$ cat src/rtl/nfu_2a_pkg.sv
// Shared widths, schedule-entry field offsets and state encoding for the NFU-2A
// multiplier-reuse control sequencer.
package nfu_2a_pkg;

  localparam int unsigned TN           = 16;
  localparam int unsigned ADDR_SIZE    = 2;
  localparam int unsigned L1_SEL_WIDTH = 4;
  localparam int unsigned L2_SEL_WIDTH = 5;
  localparam int unsigned SCHED_AW     = 4;
  localparam int unsigned SCHED_DEPTH  = 1 << SCHED_AW;
  localparam int unsigned LEN_W        = SCHED_AW + 1;
  localparam int unsigned REPS_W       = 8;

  localparam int unsigned L1_W = TN * L1_SEL_WIDTH;
  localparam int unsigned L2_W = TN * L2_SEL_WIDTH;
  localparam int unsigned AD_W = TN * ADDR_SIZE;

  localparam int unsigned ENTRY_W =
    TN * (L1_SEL_WIDTH + L2_SEL_WIDTH + 2 * ADDR_SIZE + 1);

  // Entry fields are packed LSB-first in this order.
  localparam int unsigned L1_OFF = 0;
  localparam int unsigned L2_OFF = L1_OFF + L1_W;
  localparam int unsigned RD_OFF = L2_OFF + L2_W;
  localparam int unsigned WR_OFF = RD_OFF + AD_W;
  localparam int unsigned WE_OFF = WR_OFF + AD_W;

  typedef struct packed {
    logic [TN-1:0]   we;
    logic [AD_W-1:0] wr_addr;
    logic [AD_W-1:0] rd_addr;
    logic [L2_W-1:0] l2_sel;
    logic [L1_W-1:0] l1_sel;
  } step_out_t;

  typedef enum logic {
    ST_IDLE = 1'b0,
    ST_RUN  = 1'b1
  } state_t;

endpackage

$ cat src/rtl/nfu_2a_sched_mem.sv
// Schedule table: one synchronous write port, one asynchronous read port.
// Contents are intentionally not reset.
module nfu_2a_sched_mem
  import nfu_2a_pkg::*;
(
  input  logic                clk,
  input  logic                we,
  input  logic [SCHED_AW-1:0] waddr,
  input  logic [ENTRY_W-1:0]  wdata,
  input  logic [SCHED_AW-1:0] raddr,
  output logic [ENTRY_W-1:0]  rdata_c
);

  logic [ENTRY_W-1:0] mem_q [SCHED_DEPTH];

  always_ff @(posedge clk) begin
    if (we) mem_q[waddr] <= wdata;
  end

  assign rdata_c = mem_q[raddr];

endmodule

$ cat src/rtl/nfu_2a_ctrl.sv
// NFU-2A reuse-stage sequencer: plays a loaded schedule one step per valid
// multiplier beat for a programmable number of passes.
module nfu_2a_ctrl
  import nfu_2a_pkg::*;
(
  input  logic                clk,
  input  logic                rst,
  input  logic                i_cfg_we,
  input  logic [SCHED_AW-1:0] i_cfg_addr,
  input  logic [ENTRY_W-1:0]  i_cfg_data,
  input  logic                i_start,
  input  logic [LEN_W-1:0]    i_len,
  input  logic [REPS_W-1:0]   i_reps,
  input  logic                i_step_valid,
  output logic                o_busy,
  output logic                o_done,
  output logic                o_cfg_err,
  output logic                o_valid,
  output logic [L1_W-1:0]     o_l1_sel_lines,
  output logic [L2_W-1:0]     o_l2_sel_lines,
  output logic [AD_W-1:0]     o_buf_read_addr,
  output logic [AD_W-1:0]     o_buf_write_addr,
  output logic [TN-1:0]       o_write_en
);

  state_t              state, state_next;
  logic [SCHED_AW-1:0] ptr_q, ptr_nx;
  logic [REPS_W-1:0]   rep_q, rep_nx;
  logic [REPS_W-1:0]   reps_q, reps_nx;
  logic [LEN_W-1:0]    len_q, len_nx;
  logic                busy_nx, done_nx, err_nx, valid_nx;
  step_out_t           out_q, out_nx;
  logic [ENTRY_W-1:0]  entry_c;
  logic                start_ok_c, last_ptr_c, last_rep_c, tbl_we_c;

  assign start_ok_c = (i_len != '0) && (i_len <= LEN_W'(SCHED_DEPTH)) &&
                      (i_reps != '0);
  assign last_ptr_c = (LEN_W'(ptr_q) == len_q - LEN_W'(1));
  assign last_rep_c = (rep_q == reps_q - REPS_W'(1));
  // Table writes are only accepted while idle.
  assign tbl_we_c   = i_cfg_we && (state == ST_IDLE);

  nfu_2a_sched_mem u_mem (
    .clk     (clk),
    .we      (tbl_we_c),
    .waddr   (i_cfg_addr),
    .wdata   (i_cfg_data),
    .raddr   (ptr_q),
    .rdata_c (entry_c)
  );

  always_ff @(posedge clk) begin
    if (rst) state <= ST_IDLE;
    else     state <= state_next;
  end

  always_comb begin
    state_next = state;
    case (state)
      ST_IDLE: if (i_start && start_ok_c) state_next = ST_RUN;
      ST_RUN:  if (i_step_valid && last_ptr_c && last_rep_c) state_next = ST_IDLE;
      default: state_next = ST_IDLE;
    endcase
  end

  // Next values for counters and output registers; lines hold across stalls.
  always_comb begin
    ptr_nx   = ptr_q;
    rep_nx   = rep_q;
    len_nx   = len_q;
    reps_nx  = reps_q;
    valid_nx = 1'b0;
    done_nx  = 1'b0;
    err_nx   = 1'b0;
    out_nx   = out_q;
    out_nx.we = '0;
    // Busy stays up through the cycle that carries o_done.
    busy_nx  = (state == ST_RUN) || (state_next == ST_RUN);
    case (state)
      ST_IDLE: begin
        if (i_start) begin
          if (start_ok_c) begin
            len_nx  = i_len;
            reps_nx = i_reps;
            ptr_nx  = '0;
            rep_nx  = '0;
          end else begin
            done_nx = 1'b1;
          end
        end
      end
      ST_RUN: begin
        err_nx = i_cfg_we;
        if (i_step_valid) begin
          valid_nx       = 1'b1;
          out_nx.l1_sel  = entry_c[L1_OFF +: L1_W];
          out_nx.l2_sel  = entry_c[L2_OFF +: L2_W];
          out_nx.rd_addr = entry_c[RD_OFF +: AD_W];
          out_nx.wr_addr = entry_c[WR_OFF +: AD_W];
          out_nx.we      = entry_c[WE_OFF +: TN];
          if (last_ptr_c) begin
            ptr_nx = '0;
            rep_nx = rep_q + REPS_W'(1);
            done_nx = last_rep_c;
          end else begin
            ptr_nx = ptr_q + SCHED_AW'(1);
          end
        end
      end
      default: ;
    endcase
  end

  always_ff @(posedge clk) begin
    if (rst) begin
      ptr_q     <= '0;
      rep_q     <= '0;
      len_q     <= '0;
      reps_q    <= '0;
      o_busy    <= 1'b0;
      o_done    <= 1'b0;
      o_cfg_err <= 1'b0;
      o_valid   <= 1'b0;
      out_q     <= '0;
    end else begin
      ptr_q     <= ptr_nx;
      rep_q     <= rep_nx;
      len_q     <= len_nx;
      reps_q    <= reps_nx;
      o_busy    <= busy_nx;
      o_done    <= done_nx;
      o_cfg_err <= err_nx;
      o_valid   <= valid_nx;
      out_q     <= out_nx;
    end
  end

  assign o_l1_sel_lines   = out_q.l1_sel;
  assign o_l2_sel_lines   = out_q.l2_sel;
  assign o_buf_read_addr  = out_q.rd_addr;
  assign o_buf_write_addr = out_q.wr_addr;
  assign o_write_en       = out_q.we;

endmodule

$ cat config.mk
export PLATFORM = sky130hd
export DESIGN_NAME = nfu_2a_ctrl
export DESIGN_NICKNAME = d
export VERILOG_FILES = /design/src/rtl/nfu_2a_pkg.sv /design/src/rtl/nfu_2a_sched_mem.sv /design/src/rtl/nfu_2a_ctrl.sv
export SDC_FILE = /design/constraint.sdc
export NUM_CORES = 2
export LEC_CHECK = 0
export CAP_MARGIN = 20
export CORE_MARGIN = 5
export CORE_UTILIZATION = 60
export DETAILED_ROUTE_END_ITERATION = 7
export PLACE_DENSITY = 0.78
export SLEW_MARGIN = 20
export SYNTH_ARGS = -nofsm -noshare
export SYNTH_HDL_FRONTEND = slang
export SYNTH_SLANG_ARGS = --single-unit
$ cat constraint.sdc
create_clock -name clk -period 25.7 [get_ports clk]
set_input_delay 5.14 -clock clk [delete_from_list [all_inputs] [get_ports clk]]
set_output_delay 5.14 -clock clk [all_outputs]
set_load 0.02 [all_outputs]
# == Yosys cells after proc, flatten, opt, wreduce, memory -nomap -nowiden ==
# Memory sizes are Yosys's and may differ from the RTL's. A register that Yosys moved wholly into a read port is not among the register bits.
# Cells that the tools add are included.
# op_classes
muxes,23
magnitude_cmp,1
reduce_logical,15
eq_ne,6
bitwise_logic,2
addsub,4
# ops
op,n
$mux 8,4
$mux 4,6
$pmux 8 s2,1
$mux 1,9
$add 8x1->8 const B,1
$eq 8x8->1,1
$pmux 4 s2,1
$reduce_bool 8->1,1
$sub 8x1->8 const B,1
$logic_and 1x1->1,6
$ne 2x2->1 const B,3
$reduce_and 3->1,2
$eq 4x5->1,1
$le 5x5->1 const B,1
$reduce_bool 5->1,1
$sub 5x1->5 const B,1
$add 4x1->4 const B,1
$pmux 1 s2,2
$reduce_and 4->1,1
$reduce_or 3->1,1
$ne 2x1->1 const B,1
$not 1->1,2
$reduce_and 2->1,1
$reduce_or 2->1,1
$logic_or 1x1->1,1
# word_totals
mem_count,1
regBits,254
in_bits,246
mem_bits_rw,3584
output_inout_bits,228
elab_cells,66
# mem_list
memory,words,word_bits,rd,rd_ports_with_merged_regs,write_ports,line_no,source
u_mem.mem_q,16,224,1,1,1,nfu_2a_sched_mem.sv:14,logic [ENTRY_W-1:0] mem_q [SCHED_DEPTH];

# == Depth between registers and ports, before layout ==
# depth
word_depth,8
mapped_depth,7
ltp_nobuf,7

# == Modules after synthesis ==
# Synthesis repeated with hierarchy kept, for this count alone.
# hier_totals
hier_cells,6765
hier_area_um2,143629.0
# modules_own_cells
module,n_inst,area_per_inst_um2,cells_each,seq_area_each_um2
nfu_2a_sched_mem,1,134550.3,5629,107623.2
nfu_2a_ctrl,1,9078.7,1136,5084.9

# == Worst setup path after synthesis ==
# No wires, ideal clock.
# synth_timing
path_type,input-to-reg
from,in i_cfg_we
to,"mem u_mem.mem_q[8][0] (netlist name), enable pin"
cell_stages,3
required_ns,24.614
setup_time_ns,1.086
path_buffers,0
arrival_time_ns,20.711
setup_slack_ns,3.903
cell_sequence,nand2_1 or3b_1 nor3_1
# synth_between
elab_chain_len,3
# synth_rtl
item,line_no,source
from (decl),nfu_2a_ctrl.sv:8,"input logic i_cfg_we,"
$logic_and 1x1->1,nfu_2a_ctrl.sv:41,assign tbl_we_c = i_cfg_we && (state == ST_IDLE);
$mux 1,nfu_2a_sched_mem.sv:17,if (we) mem_q[waddr] <= wdata;
$mux 1 (implied by the code),nfu_2a_sched_mem.sv:17,
to (decl),nfu_2a_sched_mem.sv:14,
# No other way between the ends.

# == Worst setup path in the final report ==
# layout_timing
from,in i_cfg_addr[2]
to,"mem u_mem.mem_q[12][177] (netlist name), enable pin"
# layout_rtl
item,line_no,source
from (decl),nfu_2a_ctrl.sv:9,"input logic [SCHED_AW-1:0] i_cfg_addr,"
# No word-level cell before the write port.

==> flow_summary.toml <==
[outcome]
outcome = "finished clean"

[worst_setup_path]
crit_slowest_cell = "buf_4"
worstPathBufferInverterCount = 4
cpMostUsedCell = "buf_4"
critPathMaxFanout = 110
cp_top_family = "buffers and inverters"
worst_ep_arrival_time_ns = 8.94
start_kind = "input pin"
critPathKind = "in2reg"
endpoint_kind = "flip-flop"
crit_path_max_incr_delay_ns = 0.71
cp.required_ns = 26.22
crit_chain = "clkdlybuf4s50_1, nand4_1, nor3_2, buf_12, buf_4, buf_4"

[sta]
rsz0062_at_grt = "no"
finalSetupTns_ns = 0
max_freq_mhz = 119
timing.final.crit_share_pct = 32.8
setup_viol = 0
slew_violations = 0
finClkSkew_ns = 0.0796
maxSlewHeadroom_pct = 15.0
worstMarginPinSlew_ns = 1.27
hold_viol = 0
worst_slack_ns = 17.28
fin_crit_ns = 8.42

[yosys]
syn_inst = 5675
ys.flop_type = "edfxtp_1"
syn-num-nets = 5925
ys_types = 47
seq_area_frac_synth_pct = 79.1
synth_area_leaders = "edfxtp_1, mux4_2, dfxtp_1"
ys_ff_latch = 3842
ys_async_sr_fraction_pct = 0
yosysTopAreaCellShare_pct = 75.5
syn_avg_cell_area_um2 = 25.1
synth_largest_area_cell = "edfxtp_1"
synth_warnings = 0
syn_area_um2 = 143000
synth_edf_count = 3584

[power]
combPwrFrac_pct = 3.7
power.internal_mw = 10.4
peakVddDrop_uv = 70.6
clockPowerShare_pct = 42.6
seq_power_share_pct = 53.8
pwr_density_cell_nw_per_um2 = 79.2
swShare_pct = 20.0
p_sw_mw = 2.58
power.leakage_nw = 49.6

[cts]
post_cts_resized = 0
post-cts-setup-buffers = 0
clk_pin_slew_ns = 0.06
h-tree-depth = 5
cts.sinks = 3842
cts_tree = "done"
root_buffer = "clkbuf_16"
holdBufCountCts = 0
clk_latency_ns = 0.97
cts-buffers-inserted = 381
cts_buffer_depth = 4

[detailed_routing]
post_drt_wl_per_cell_um = 34.5
vias_per_cell = 6.74
num_vias = 66353
wl_um = 340000
drt-initial-drc-count = 8806
first_pass_iters = 5
drc = 0
ant_nets = 0

[cells_and_area]
drive_gt1_share_pct = 27.1
final_common_cell = "edfxtp_1"
area_growth_pct = 14.5
mostFrequentLayoutCells = "edfxtp_1, mux4_2, clkdlybuf4s50_1"
nNetsFinal = 6577

[place]
post-dp-hpwl_um = 166000
dp_slack_ns = 16.41
io_buffer_count = 473
gp_congestion = 0.792

[global_route]
busiest_layer = "met2"
antenna_found_initial = 67
grt_pass1_vias = 69394
met2_usage_pct = 46.3
grt.total_usage_pct = 27.6
met3_usage_pct = 5.09
grt_max_degree = 133
grt_pass1_wl_um = 496000
grt.overflow.total = 0
grt.met1_usage_pct = 36.8

[worst_hold_path]
hp-class = "reg2reg"

[floorplanning]
pin_count = 474
die_area_um2 = 248000
initial_core_util_pct = 60.1
rows = 179
fp.dieW_um = 497
chipHeight_um = 497
coreArea_um2 = 237000

[run]
timing.max_cap.violations = 0
[path summary, 6_finish.rpt]
path | depth (start not counted) | to | slack, ns | startpoint
hold reg to reg | 1 | o_l1_sel_lines[36] | 0.48 | o_l1_sel_lines[36]
hold / removal | 1 | o_l1_sel_lines[36] | 0.48 | o_l1_sel_lines[36]
setup / recovery | 6 | u_mem.mem_q[12][177] | 17.28 | i_cfg_addr[2]
setup reg to reg | 7 | o_buf_read_addr[30] | 19.69 | flip-flop
[sequential cells by signal, summed over array words and instances, names as in the netlist, 4 cells and up, named ones only]
| signal | flops |
|---|---|
| rep_q | 8 |
| o_l1_sel_lines | 64 |
| ptr_q | 4 |
| o_buf_write_addr | 32 |
| o_write_en | 16 |
| o_buf_read_addr | 32 |
| reps_q | 8 |
| len_q | 5 |
| u_mem.mem_q | 3584 |
| o_l2_sel_lines | 80 |
[synthesized netlist by cell type (2+ instances only)]
library cell  number
a21boi_1           4
xnor2_1            7
inv_1              9
nand2b_1           3
clkbuf_1         186
o22ai_1            2
o31ai_1            3
nor3_1            11
and2_1            16
xor2_1             8
ha_1               4
buf_4              5
dfxtp_1          258
nor2_1            21
nand4_1            4
edfxtp_1        3584
a22o_1           210
buf_2             50
nand3_1           19
and3_1             5
mux4_2          1120
nor4_1             5
a31oi_1            4
a22oi_1            2
nand2_1           25
buf_1             19
nand3b_1           2
buf_6             45
or4_1              3
a21oi_1           22
mux2i_1            3
[stage by stage]
step           utilization, %  cell area (um^2)  hold slack, ns  std cells  power (mW)
3_3_place_gp             63.6            151000           0.461       9111        7.54
4_1_cts                  68.8            163000           0.483       9792        13.0
6_report                 68.9            163000           0.481       9841        12.9
5_1_grt                  68.8            163000           0.498       9824        13.3
3_5_place_dp             63.6            151000           0.464       9111        7.56
2_1_floorplan               -            143000           0.448       5675        7.36
[cell families after synthesis]
kind of cell	Yosys count	synth area share [%]
flops	3842	79.1
mux	1124	17.7
buf+inv	315	1.12
compound gates	255	1.49
simple gates	119	0.426
xor+xnor	16	0.109
fa+ha+maj	4	0.0351
[cell type report]
cell class | instances | area, um^2
repair buffers | 574 | 5800
inverters | 10 | 37.5
clock buffers | 500 | 10300
flip-flops and latches | 3842 | 113000
well taps | 3167 | 3960
clock inverters | 181 | 1960
fillers | 13398 | 73800
diodes | 49 | 123
multi-input cells | 1518 | 28300
[layer usage]
layer | share of wire (%) | routed length, um
met5 | 0.047 | 161
met4 | 3.8 | 12900
met3 | 8.0 | 27100
met2 | 52 | 176000
met1 | 36 | 124000
[worst register-to-register path, delay by kind of cell, from the launching register on]
kind,cells,cell delay (ns)
buffers and inverters,4,3.56
multiplexers,2,1.23
flip-flops,1,0.85
AO/OA/AOI/OAI,1,0.20
[power by group through the flow]
stage	Sequential, mW	Combinational [mW]	Clock (mW)
after floorplan	7.12	0.244	0
after global placement	7.08	0.460	0
after detailed placement	7.09	0.475	0
after CTS	6.96	0.482	5.58
after global routing	6.96	0.506	5.87
final	6.96	0.475	5.51
Power figures use the tool's default switching activity.
